File: config.mk
export PLATFORM = sky130hd
export DESIGN_NAME = ps2_rx_fifo
export DESIGN_NICKNAME = d
export VERILOG_FILES = /design/src/rtl/ps2_pkg.sv /design/src/rtl/ps2_sync_filter.sv /design/src/rtl/ps2_rx_fifo.sv
export SDC_FILE = /design/constraint.sdc
export NUM_CORES = 1
export LEC_CHECK = 0
export ABC_AREA = 0
export CAP_MARGIN = 5
export CORE_MARGIN = 3
export CORE_UTILIZATION = 40
export CTS_CLUSTER_SIZE = 16
export DETAILED_ROUTE_END_ITERATION = 12
export GPL_ROUTABILITY_DRIVEN = 0
export SLEW_MARGIN = 25
export SYNTH_ARGS = -nofsm -noshare
export SYNTH_HDL_FRONTEND = slang
export SYNTH_HIERARCHICAL = 1
export SYNTH_SLANG_ARGS = --single-unit
export TNS_END_PERCENT = 1
File: constraint.sdc
create_clock -name clk -period 3.4 [get_ports clk]
set_input_delay 0.34 -clock clk [delete_from_list [all_inputs] [get_ports clk]]
set_output_delay 0.34 -clock clk [all_outputs]
set_load 0.05 [all_outputs]
File: src/rtl/ps2_pkg.sv
// Shared definitions for the PS/2 receiver: frame FSM states, prefix codes and entry layout.
package ps2_pkg;

    typedef enum logic [1:0] {StIdle, StData, StParity, StStop} ps2_state_e;

    localparam logic [7:0] PS2_BREAK = 8'hF0;
    localparam logic [7:0] PS2_EXT   = 8'hE0;

    localparam int unsigned ENT_EXT = 9;
    localparam int unsigned ENT_BRK = 8;

    // PS/2 uses odd parity over the data byte plus the parity bit.
    function automatic logic odd_parity_ok(input logic [7:0] data, input logic par);
        return ^{data, par};
    endfunction

endpackage

File: src/rtl/ps2_sync_filter.sv
// Two-flop synchroniser followed by a level filter: the output follows the synced input only
// after FILT_LEN consecutive samples disagree with the current output.
module ps2_sync_filter #(
    parameter int unsigned FILT_LEN = 8
) (
    input  logic clk,
    input  logic rst,
    input  logic din,
    output logic dout
);

    localparam int unsigned CW = $clog2(FILT_LEN);

    logic          sync1_q, sync2_q;
    logic          filt_q, filt_d;
    logic [CW-1:0] cnt_q, cnt_d;

    always_comb begin
        filt_d = filt_q;
        cnt_d  = '0;
        if (sync2_q != filt_q) begin
            if (cnt_q == CW'(FILT_LEN - 1)) begin
                filt_d = sync2_q;
            end else begin
                cnt_d = cnt_q + CW'(1);
            end
        end
    end

    always_ff @(posedge clk) begin
        if (rst) begin
            sync1_q <= 1'b1;
            sync2_q <= 1'b1;
            filt_q  <= 1'b1;
            cnt_q   <= '0;
        end else begin
            sync1_q <= din;
            sync2_q <= sync1_q;
            filt_q  <= filt_d;
            cnt_q   <= cnt_d;
        end
    end

    assign dout = filt_q;

endmodule

File: src/rtl/ps2_rx_fifo.sv
// PS/2 keyboard receiver: filtered pin sampling, frame checking, optional F0/E0 prefix folding
// and a show-ahead FIFO with valid/ready output.
module ps2_rx_fifo
    import ps2_pkg::*;
#(
    parameter int unsigned FILT_LEN    = 8,
    parameter int unsigned TIMEOUT_CYC = 100000,
    parameter int unsigned DEPTH       = 16,
    parameter int unsigned DECODE      = 1
) (
    input  logic                     clk,
    input  logic                     rst,
    input  logic                     kclk,
    input  logic                     kdata,
    output logic [9:0]               out_data,
    output logic                     out_valid,
    input  logic                     out_ready,
    output logic [$clog2(DEPTH):0]   fifo_count,
    output logic                     err_parity,
    output logic                     err_frame,
    output logic                     err_timeout,
    output logic                     err_overflow
);

    localparam int unsigned AW = $clog2(DEPTH);
    localparam int unsigned TW = $clog2(TIMEOUT_CYC + 1);

    logic kclk_f, kdata_f, kclk_prev_q, fall;

    ps2_sync_filter #(.FILT_LEN(FILT_LEN)) u_filt_kclk (
        .clk  (clk),
        .rst  (rst),
        .din  (kclk),
        .dout (kclk_f)
    );

    ps2_sync_filter #(.FILT_LEN(FILT_LEN)) u_filt_kdata (
        .clk  (clk),
        .rst  (rst),
        .din  (kdata),
        .dout (kdata_f)
    );

    assign fall = kclk_prev_q & ~kclk_f;

    ps2_state_e    state_q, state_d;
    logic [2:0]    bitcnt_q, bitcnt_d;
    logic [7:0]    shift_q, shift_d;
    logic          parity_q, parity_d;
    logic [TW-1:0] tmo_q, tmo_d;
    logic          brk_p_q, brk_p_d, ext_p_q, ext_p_d;
    logic          push_q, push_d;
    logic [9:0]    push_data_q, push_data_d;
    logic          err_par_q, err_par_d, err_frm_q, err_frm_d, err_tmo_q, err_tmo_d;
    logic          timeout;

    assign timeout = (state_q != StIdle) && !fall && (tmo_q == TW'(TIMEOUT_CYC - 1));

    always_ff @(posedge clk) begin
        if (rst) state_q <= StIdle;
        else     state_q <= state_d;
    end

    always_comb begin
        state_d = state_q;
        if (timeout) begin
            state_d = StIdle;
        end else if (fall) begin
            unique case (state_q)
                StIdle:   if (!kdata_f) state_d = StData;
                StData:   if (bitcnt_q == 3'd7) state_d = StParity;
                StParity: state_d = StStop;
                StStop:   state_d = StIdle;
                default:  state_d = StIdle;
            endcase
        end
    end

    always_comb begin
        bitcnt_d    = bitcnt_q;
        shift_d     = shift_q;
        parity_d    = parity_q;
        brk_p_d     = brk_p_q;
        ext_p_d     = ext_p_q;
        push_d      = 1'b0;
        push_data_d = push_data_q;
        err_par_d   = 1'b0;
        err_frm_d   = 1'b0;
        err_tmo_d   = 1'b0;
        tmo_d       = (fall || state_q == StIdle || timeout) ? '0 : tmo_q + TW'(1);
        if (timeout) begin
            err_tmo_d = 1'b1;
            brk_p_d   = 1'b0;
            ext_p_d   = 1'b0;
        end else if (fall) begin
            unique case (state_q)
                StIdle:   bitcnt_d = '0;
                StData: begin
                    shift_d  = {kdata_f, shift_q[7:1]};
                    bitcnt_d = bitcnt_q + 3'd1;
                end
                StParity: parity_d = kdata_f;
                StStop: begin
                    if (!odd_parity_ok(shift_q, parity_q)) begin
                        err_par_d = 1'b1;
                        brk_p_d   = 1'b0;
                        ext_p_d   = 1'b0;
                    end else if (!kdata_f) begin
                        err_frm_d = 1'b1;
                        brk_p_d   = 1'b0;
                        ext_p_d   = 1'b0;
                    end else if (DECODE != 0 && shift_q == PS2_BREAK) begin
                        brk_p_d = 1'b1;
                    end else if (DECODE != 0 && shift_q == PS2_EXT) begin
                        ext_p_d = 1'b1;
                    end else begin
                        // Pending flags stay 0 when DECODE=0, so raw bytes carry no flags.
                        push_d               = 1'b1;
                        push_data_d[7:0]     = shift_q;
                        push_data_d[ENT_EXT] = ext_p_q;
                        push_data_d[ENT_BRK] = brk_p_q;
                        brk_p_d              = 1'b0;
                        ext_p_d              = 1'b0;
                    end
                end
                default: ;
            endcase
        end
    end

    // FIFO: register array with wrapping pointers; last_q keeps out_data stable while empty.
    logic [9:0]  mem_q [DEPTH];
    logic [AW-1:0] wr_ptr_q, wr_ptr_d, rd_ptr_q, rd_ptr_d;
    logic [AW:0] count_q, count_d;
    logic [9:0]  last_q, last_d;
    logic        full, pop, wr_en, ovf_q, ovf_d;

    always_comb begin
        full     = (count_q == (AW + 1)'(DEPTH));
        pop      = out_valid & out_ready;
        wr_en    = push_q & (!full | pop);
        ovf_d    = push_q & full & !pop;
        wr_ptr_d = wr_en ? wr_ptr_q + AW'(1) : wr_ptr_q;
        rd_ptr_d = pop ? rd_ptr_q + AW'(1) : rd_ptr_q;
        count_d  = count_q + (AW + 1)'(wr_en) - (AW + 1)'(pop);
        last_d   = pop ? mem_q[rd_ptr_q] : last_q;
    end

    always_ff @(posedge clk) begin
        if (wr_en) mem_q[wr_ptr_q] <= push_data_q;
    end

    always_ff @(posedge clk) begin
        if (rst) begin
            kclk_prev_q <= 1'b1;
            bitcnt_q    <= '0;
            shift_q     <= '0;
            parity_q    <= 1'b0;
            tmo_q       <= '0;
            brk_p_q     <= 1'b0;
            ext_p_q     <= 1'b0;
            push_q      <= 1'b0;
            push_data_q <= '0;
            err_par_q   <= 1'b0;
            err_frm_q   <= 1'b0;
            err_tmo_q   <= 1'b0;
            ovf_q       <= 1'b0;
            wr_ptr_q    <= '0;
            rd_ptr_q    <= '0;
            count_q     <= '0;
            last_q      <= '0;
        end else begin
            kclk_prev_q <= kclk_f;
            bitcnt_q    <= bitcnt_d;
            shift_q     <= shift_d;
            parity_q    <= parity_d;
            tmo_q       <= tmo_d;
            brk_p_q     <= brk_p_d;
            ext_p_q     <= ext_p_d;
            push_q      <= push_d;
            push_data_q <= push_data_d;
            err_par_q   <= err_par_d;
            err_frm_q   <= err_frm_d;
            err_tmo_q   <= err_tmo_d;
            ovf_q       <= ovf_d;
            wr_ptr_q    <= wr_ptr_d;
            rd_ptr_q    <= rd_ptr_d;
            count_q     <= count_d;
            last_q      <= last_d;
        end
    end

    assign out_valid    = (count_q != '0);
    assign out_data     = out_valid ? mem_q[rd_ptr_q] : last_q;
    assign fifo_count   = count_q;
    assign err_parity   = err_par_q;
    assign err_frame    = err_frm_q;
    assign err_timeout  = err_tmo_q;
    assign err_overflow = ovf_q;

endmodule

==> impl_metrics.py, run 1 <==
metrics = {
    "yosys": {
        "synthXorXnorAreaFrac_pct": 2.93,
        "syn_area_um2": 9870,
        "yosysMostFrequentCell": "edfxtp_1",
        "yosys-mux-area-fraction_pct": 10.6,
        "netlist_top_cells_count": "160 x edfxtp_1, 88 x dfxtp_1, 66 x nand2_1",
        "synth_cell_types": 54,
        "async_flop_share_pct": 0,
        "synth_top_family_by_area": "multiplexers",
        "synthCells": 672,
        "synth_top_area_share_pct": 48.7,
        "avgSynthCellArea_um2": 14.7,
        "yosys.area.top_type": "edfxtp_1",
        "synthSimpleGateAreaFrac_pct": 9.49,
        "synth_area_leaders": "edfxtp_1 49%, dfxtp_1 18%, mux4_2 9.1%, ha_1 2.8%, nand2_1 2.5%",
        "synthesis.nets": 700,
        "ys_warn_count": 6,
        "ys_ff_latch": 248,
        "synthFlopType": "edfxtp_1",
        "synth_compound_area_share_pct": 5.52,
        "synth_seq_area_share_pct": 66.5,
        "synth_fa_ha_area_share_pct": 2.99,
        "synth-edff-count": 160,
    },
    "global_route": {
        "gr-total-overflow": 0,
        "grt_pass1_wl_um": 31300,
        "grt_start_max_net_pins": 43,
        "antenna_found_initial": 0,
        "grt_usage_pct": 14.8,
        "grt_pass1_vias": 5695,
    },
    "sta": {
        "max_freq_mhz": 320,
        "hold_viol_final": 0,
        "holdWs_ns": 0.393,
        "tightest_slew_ns": 0.927,
        "fin_crit_ns": 3.12,
        "relSlewSlack_pct": 37.0,
        "setup_tns_ns": 0,
        "rsz0062_at_grt": "no",
        "clock_skew_ns": 0.0198,
        "finalSetupViolCount": 0,
        "min_period_over_period_pct": 91.9,
        "slew_violations": 0,
    },
    "worst_setup_path": {
        "critPathCaptureType": "primary output",
        "cp_max_fo": 40,
        "required_ns": 3.06,
        "arrival_ns": 2.78,
        "cp-start-kind": "register",
        "worstSetupPathType": "reg2out",
    },
    "clocking": {
        "cts_buffers": 26,
        "h-tree-depth": 1,
        "cts_setup_buffers": 0,
        "clockBufferDepth": 3,
        "clock_latency_ns": 0.52,
        "cts-root-buf": "clkbuf_16",
        "cts.sinks": 248,
        "clk_pin_slew_worst_paths_ns": 0.06,
        "cts_resized": 0,
        "cts_tree": "built",
        "cts_hold_buf": 0,
    },
    "floorplan": {
        "fp.dieW_um": 163,
        "num_io_pins": 25,
        "start_util_pct": 41.4,
        "die_area_um2": 26600,
        "num_rows": 56,
        "die_h_um": 163,
        "core_um2": 23800,
    },
    "routing": {
        "drc": 0,
        "wl_met3_um": 827,
        "drt-met1-wl_um": 8580,
        "wl_met2_um": 9590,
        "dr_total_vias": 5559,
        "routed_via_density": 5.25,
        "antenna_left": 0,
        "wl_per_cell_um": 18.3,
        "dr.max_layer_used": "met4",
        "drtIter0Drc": 419,
        "dr.pass1.iters": 4,
        "wirelength_um": 19300,
    },
    "finish": {
        "drive_gt1_share_pct": 16.8,
        "antennaDiodeCount": 0,
        "instances_no_fill": 1058,
        "final_nets": 747,
        "areaGrowthSynthToFinish_pct": 15.1,
        "fillers": 2062,
        "utilization_pct": 47.7,
    },
    "placed_design": {
        "placed_cells": 1010,
        "dp.final_hpwl_um": 12600,
        "portBuffers": 24,
    },
    "power_and_ir_drop": {
        "p_leak_uw": 0.00403,
        "powerDensity_nw_per_um2": 609,
        "ir_drop_mv": 0.500,
    },
    "worst_hold_path": {
        "hp-class": "in2reg",
    },
    "run_status": {
        "status": "complete, no violations",
    },
    "run": {
        "drv_cap": 0,
    },
}
## final timing paths
path	from	to	slack, ns	cells after the start
worst max-delay path	register	out_data[0]	0.28	6
worst min-delay path	kdata	u_filt_kdata/sync1_q	0.39	2
worst max register to register	fifo_count[3]	fifo_count[4]	0.36	15
worst min register to register	u_filt_kclk/sync1_q	u_filt_kclk/sync2_q	0.41	1
## power by group
group          total (µW)  internal, µW  switching [µW]
clock network        2620          1540            1070
registers            3280          3230            51.8
logic                1020           389             634
## state kept, by name (all words and copies together) (netlist names), 2 cells and up, named ones only
register and cells:
rd_ptr_q 4, u_filt_kdata/cnt_q 3, mem_q 160, wr_ptr_q 4
shift_q 8, tmo_q 17, bitcnt_q 3, u_filt_kclk/cnt_q 3
last_q 10, fifo_count 5, push_data_q 10, state_q 2
## routing by layer
layer / vias up / global-route usage [%]
li1: 2637 / -
met3: 28 / 2.54
met1: 2797 / 19.9
met2: 97 / 25.4
met4: 0 / 3.08
met5: - / 0
## metrics by stage
step / setup slack, ns / area, µm² / total power [µW]
6_report: 0.276 / 11400 / 6920
5_1_grt: 0.0931 / 11400 / 7230
4_1_cts: 0.210 / 11400 / 7010
3_5_place_dp: 0.346 / 10600 / 4380
3_3_place_gp: 0.373 / 10600 / 4360
2_1_floorplan: 0.0218 / 9870 / 4100
## cell type report
cell class                      instances  area (µm²)  area share, %
Inverter                               15        56.3          0.496
Multi-Input combinational cell        380        3110           27.4
Timing Repair Buffer                   48         420           3.70
Tap cell                              319         399           3.51
Sequential cell                       248        6570           57.8
Clock inverter                          8        40.0          0.352
Clock buffer                           40         766           6.74
## kinds of logic (layout without fill, tap and decap cells)
logic type / after synthesis / count (layout)
xor+xnor: 28 / 28
compound gates: 84 / 84
flops: 248 / 248
fa+ha+maj: 23 / 23
buf+inv: 44 / 111
simple gates: 191 / 191
mux: 54 / 54
## placed cells by master, fill, tap and decap left out, drive strengths merged, types with 14 or more instances in the layout
| master | instances |
|---|---|
| nand3 | 20 |
| xor2 | 15 |
| buf | 34 |
| mux4 | 40 |
| edfxtp | 160 |
| o21ai | 26 |
| nor2 | 40 |
| clkbuf | 40 |
| ha | 22 |
| mux2i | 14 |
| clkdlybuf4s50 | 14 |
| inv | 15 |
| nand2 | 66 |
| a21oi | 22 |
| dfxtp | 88 |
## worst max-delay path, stage by stage (launching register included)
cell and delay [ns]:
dfxtp_2 0.34, buf_12 0.30, mux4_2 0.55, a22o_1 0.26, a221oi_1 0.35, o21ai_0 0.20
buf_4 0.23
No activity file was read; power rests on OpenSTA's default activity.
==> run 2, diff against run 1 <==
Settings changed: PLACE_DENSITY set to 0.56, SKIP_CTS_REPAIR_TIMING set to 1.
Clock period 3.4 ns to 3.46 ns, I/O delays scaled along.
==> run 2 against run 1 <==
Compared with the run above: hold slack lost 0.0082 ns; cell count is the same; clock power shrank 3%; register-to-register slack lost 0.06 ns; combinational power is essentially flat; non-clock buffer count is the same; count of clock-buffer cells in the layout shrank 5; sequential power is essentially flat; largest power group unchanged.
==> impl_metrics.py, run 2 (same netlist as run 1, synthesis figures left out) <==
metrics = {
    "finish": {
        "largest_register_ffs": 160,
        "regMostFlops": "mem_q",
        "layout_commonest_cell": "edfxtp_1",
        "utilization_pct": 47.6,
        "final_nets": 747,
        "drive_gt1_share_pct": 16.6,
        "areaGrowthSynthToFinish_pct": 14.8,
        "top_regs": "mem_q (160), tmo_q (17)",
        "antennaDiodeCount": 0,
        "mostFrequentLayoutCells": "160 x edfxtp_1, 85 x dfxtp_1, 66 x nand2_1, 40 x nor2_1, 40 x mux4_2",
        "fillers": 2074,
    },
    "floorplan": {
        "core_um2": 23800,
        "num_io_pins": 25,
        "num_rows": 56,
        "die_h_um": 163,
        "fp.dieW_um": 163,
        "start_util_pct": 41.4,
        "die_area_um2": 26600,
    },
    "sta": {
        "setup_ws_ns": 0.285,
        "clock_skew_ns": 0.0221,
        "rsz0062_at_grt": "no",
        "finalSetupViolCount": 0,
        "hold_viol_final": 0,
        "relSlewSlack_pct": 35.1,
        "holdWs_ns": 0.385,
        "slew_violations": 0,
        "setup_tns_ns": 0,
        "min_period_over_period_pct": 91.8,
        "max_freq_mhz": 315,
        "tightest_slew_ns": 0.971,
        "fin_crit_ns": 3.18,
    },
    "power_and_ir_drop": {
        "p_leak_uw": 0.00401,
        "powerDensity_nw_per_um2": 599,
        "ir_drop_mv": 0.339,
        "total_power_uw": 6790,
    },
    "worst_setup_path": {
        "worstSetupPathType": "reg2out",
        "cp-start-kind": "register",
        "path_common_cell": "buf_4",
        "cp_max_fo": 17,
        "max_stage_delay_ns": 0.57,
        "reg2reg_to": "fifo_count[4]",
        "required_ns": 3.11,
        "arrival_ns": 2.83,
        "r2r_cells": 15,
        "crit_chain": "buf_4 > mux4_2 > a22o_1 > a221oi_1 > o21ai_0 > buf_4",
        "r2r_slack_ns": 0.30,
        "critPathCaptureType": "primary output",
        "r2r_start": "fifo_count[2]",
        "slowest_stage": "dfxtp_4",
    },
    "placed_design": {
        "place_ws_ns": 0.244,
        "portBuffers": 24,
        "dp.final_hpwl_um": 13100,
    },
    "worst_hold_path": {
        "hold_start": "kclk",
        "hold_end": "u_filt_kclk/sync1_q",
        "min_path_cells": 2,
        "hp-class": "in2reg",
    },
    "clocking": {
        "cts_buffers": 26,
        "clk_pin_slew_worst_paths_ns": 0.06,
        "cts_tree": "built",
        "h-tree-depth": 1,
        "clock_latency_ns": 0.52,
        "clockBufferDepth": 3,
        "cts.sinks": 248,
        "cts-root-buf": "clkbuf_16",
    },
    "global_route": {
        "grt_pass1_wl_um": 31900,
        "grt_pass1_vias": 5635,
        "antenna_found_initial": 0,
        "grt_usage_pct": 15.4,
        "gr-total-overflow": 0,
        "grt_start_max_net_pins": 43,
    },
    "routing": {
        "antenna_left": 0,
        "wirelength_um": 20000,
        "drtIter0Drc": 370,
        "drc": 0,
        "dr.pass1.iters": 5,
        "routed_via_density": 5.35,
        "wl_per_cell_um": 18.9,
        "dr_total_vias": 5663,
    },
    "run_status": {
        "status": "complete, no violations",
    },
    "run": {
        "drv_cap": 0,
    },
}
## run 2: changes by cell type in the layout (fill, tap and decap cells not counted), sizes merged
cell / delta
clkbuf: -5
clkinv: +4
clkinvlp: +1
## run 2: final cells by class
cell class	instances	area [µm²]	share of cell area (%)
flip-flops and latches	248	6570	58.0
multi-input cells	380	3110	27.4
clock buffers	35	706	6.23
repair buffers	48	420	3.71
well taps	319	399	3.52
clock inverters	13	68.8	0.607
inverters	15	56.3	0.497
## run 2: how the worst max path moves through the flow
stage | from | to | slack, ns | depth (start not counted)
2_1_floorplan | fifo_count[2] | fifo_count[4] | 0.08 | 16
3_3_place_gp | out_ready | fifo_count[4] | 0.37 | 12
3_5_place_dp | out_ready | fifo_count[4] | 0.24 | 12
4_1_cts | register | out_data[4] | -0.03 | 6
5_1_grt | register | out_data[4] | 0.07 | 6
6_report | register | out_data[8] | 0.28 | 6
## run 2: stage by stage
stage / cells / instance area, µm²
final: 1058 / 11300
after detailed placement: 1010 / 10600
after global placement: 1010 / 10600
after CTS: 1058 / 11300
after global routing: 1058 / 11300
after floorplan: 672 / 9870
## run 2: layer usage
| metal | up-vias | GRT usage (%) | wire length, µm | share of wire (%) |
|---|---|---|---|---|
| met3 | 42 | 2.54 | 778 | 3.9 |
| met2 | 108 | 26.8 | 10100 | 51 |
| li1 | 2638 | - | - | - |
| met5 | - | 0 | 0 | 0 |
| met1 | 2875 | 20.1 | 8620 | 43 |
| met4 | 0 | 4.27 | 511 | 2.5 |
## run 2: critical path: cells and delay by family, from the launching register on
family | cells | cell delay, ns
AOI/OAI and AO/OA | 3 | 0.70
DFF | 1 | 0.57
muxes | 1 | 0.52
buffers and inverters | 2 | 0.50
## run 2: power by group
group	internal, µW	total, µW	switching [µW]
combinational	390	989	600
clock	1430	2530	1090
sequential	3180	3270	91.5
==> run 3, diff against run 2 <==
Settings changed: ABC_AREA 0 to 1, CELL_PAD_IN_SITES_DETAIL_PLACEMENT set to 1, CELL_PAD_IN_SITES_GLOBAL_PLACEMENT set to 2, CTS_CLUSTER_SIZE 16 to unset, PLACE_DENSITY 0.56 to 0.78.
==> run 3 against run 2 <==
Compared with the run above: clock power increased by 9.5%; non-clock buffer count grew 8; sequential cell count unchanged; total power increased by 20%; first-iteration DRC count increased by 28%; largest cell class unchanged.
==> impl_metrics.py, run 3 <==
metrics = {
    "finish": {
        "drive_gt1_share_pct": 9.48,
        "top_regs": "mem_q (160), tmo_q (17)",
        "final_design_area_no_fill_um2": 12300,
        "antennaDiodeCount": 0,
        "layout_commonest_cell": "edfxtp_1",
        "instances_no_fill": 1464,
        "largest_register_ffs": 160,
        "final_nets": 1137,
        "mostFrequentLayoutCells": "160 x edfxtp_1, 157 x inv_1, 151 x nand2_1, 86 x dfxtp_1, 81 x a21oi_1",
        "regMostFlops": "mem_q",
        "areaGrowthSynthToFinish_pct": 15.0,
    },
    "clocking": {
        "cts_tree": "built",
        "h-tree-depth": 1,
        "clk_pin_slew_worst_paths_ns": 0.06,
        "cts.sinks": 248,
        "cts_buffers": 27,
        "clockBufferDepth": 3,
        "cts-root-buf": "clkbuf_16",
        "clock_latency_ns": 0.52,
    },
    "worst_setup_path": {
        "arrival_ns": 2.92,
        "r2r_start": "fifo_count[2]",
        "required_ns": 3.11,
        "critPathCaptureType": "primary output",
        "r2r_slack_ns": 0.73,
        "reg2reg_to": "fifo_count[4]",
        "r2r_cells": 17,
        "path_buf_inv": 2,
        "slowest_stage": "clkdlybuf4s50_1",
        "worstSetupPathType": "reg2out",
        "crit_family": "buffers and inverters",
        "cp-start-kind": "register",
        "crit_chain": "buf_12 > o211ai_1 > nand3_1 > nand3_1 > nand2_1 > nand2_1 > o21ai_0 > clkdlybuf4s50_1",
        "max_stage_delay_ns": 0.84,
        "cp_max_fo": 50,
    },
    "global_route": {
        "grt_pass1_vias": 7623,
        "antenna_found_initial": 0,
        "grt_pass1_wl_um": 41700,
        "gr-total-overflow": 0,
        "grt_start_max_net_pins": 81,
        "grt_usage_pct": 18.3,
    },
    "worst_hold_path": {
        "hp-class": "in2reg",
        "min_path_cells": 2,
        "hold_start": "kclk",
        "hold_end": "u_filt_kclk/sync1_q",
    },
    "floorplan": {
        "die_area_um2": 28600,
        "core_um2": 26100,
        "die_h_um": 169,
        "fp.dieW_um": 169,
        "num_rows": 59,
        "num_io_pins": 25,
        "start_util_pct": 40.8,
    },
    "sta": {
        "rsz0062_at_grt": "no",
        "clock_skew_ns": 0.00596,
        "max_freq_mhz": 306,
        "relSlewSlack_pct": 38.8,
        "finalSetupViolCount": 0,
        "slew_violations": 0,
        "setup_ws_ns": 0.195,
        "min_period_over_period_pct": 94.4,
        "tightest_slew_ns": 0.918,
        "holdWs_ns": 0.387,
        "fin_crit_ns": 3.26,
        "hold_viol_final": 0,
    },
    "routing": {
        "wirelength_um": 25700,
        "drtIter0Drc": 475,
        "drc": 0,
        "wl_per_cell_um": 17.5,
        "dr.pass1.iters": 4,
        "routed_via_density": 5.05,
        "dr_total_vias": 7387,
        "antenna_left": 0,
    },
    "yosys": {
        "synth_area_leaders": "edfxtp_1 45%, dfxtp_1 17%, inv_1 5.5%, nand2_1 5.3%, a21oi_1 3.8%",
        "syn_area_um2": 10700,
        "yosysMostFrequentCell": "edfxtp_1",
        "synthesis.nets": 1099,
        "async_flop_share_pct": 0,
        "synthCells": 1071,
        "synth-edff-count": 160,
        "synth_top_area_share_pct": 45.1,
        "ys_ff_latch": 248,
        "synthFlopType": "edfxtp_1",
        "synth_seq_area_share_pct": 61.6,
        "netlist_top_cells_count": "160 x edfxtp_1, 157 x inv_1, 151 x nand2_1",
        "ys_warn_count": 6,
        "yosys.area.top_type": "edfxtp_1",
        "avgSynthCellArea_um2": 9.95,
        "synth_cell_types": 39,
    },
    "placed_design": {
        "dp.final_hpwl_um": 16800,
        "place_ws_ns": 0.568,
        "dpl_cell_area_um2": 11400,
        "placed_cells": 1415,
        "portBuffers": 24,
    },
    "power_and_ir_drop": {
        "ir_drop_mv": 0.445,
        "p_leak_uw": 0.00445,
        "total_power_uw": 8160,
        "powerDensity_nw_per_um2": 666,
    },
    "run_status": {
        "status": "complete, no violations",
    },
    "run": {
        "drv_cap": 0,
    },
}
[run 3: per-stage QoR]
stage	util (%)	setup TNS, ns
5_1_grt	46.9	0
4_1_cts	46.8	-0.0253
3_5_place_dp	43.6	0
2_1_floorplan	-	0
3_3_place_gp	43.6	0
6_report	46.9	0
[run 3: how the worst max path moves through the flow]
stage             startpoint           to  slack, ns  cells after the start
2_1_floorplan  fifo_count[3]  out_data[0]       0.52                      7
3_3_place_gp        register  out_data[2]       0.59                      9
3_5_place_dp        register  out_data[2]       0.57                      9
4_1_cts             register  out_data[7]      -0.03                      9
5_1_grt             register  out_data[0]       0.03                      8
6_report            register  out_data[0]       0.20                      8
[run 3: worst register-to-register path, delay by kind of cell (launching register included)]
| kind | cells | cell delay (ns) |
|---|---|---|
| compound gates | 3 | 0.30 |
| fa+ha+maj | 4 | 1.07 |
| buf+inv | 4 | 0.41 |
| flops | 1 | 0.33 |
| simple gates | 6 | 0.56 |
[run 3: per-layer routing]
metal | vias to the layer above | wire length (µm) | track usage (%)
met5 | - | 0 | 0
met1 | 3581 | 11900 | 24.7
met2 | 89 | 12600 | 32.0
li1 | 3686 | - | -
met4 | 0 | 342 | 3.38
met3 | 31 | 857 | 2.61
[run 3: area by class of cell]
type                    count  area [µm²]
inverters                 165         619
clock inverters            15         146
repair buffers             56         541
clock buffers              34         702
multi-input cells         611        3260
well taps                 335         419
flip-flops and latches    248        6570
fillers                  2922       13900
[run 3: logic make-up after synthesis]
logic type                 count (synthesis)  share of synthesized area (%)
buffers and inverters                    212                           7.82
adders and majority gates                 23                           2.77
AOI/OAI and AO/OA                        209                           10.8
DFF                                      248                           61.6
xor gates and xnor gates                  11                          0.904
and+or+nand+nor                          368                           16.1
[run 3: where the power goes]
group	total [µW]	switching, µW	internal [µW]
sequential	3290	86.9	3200
clock	2770	1120	1650
combinational	2110	1400	706
total	8160	2600	5560
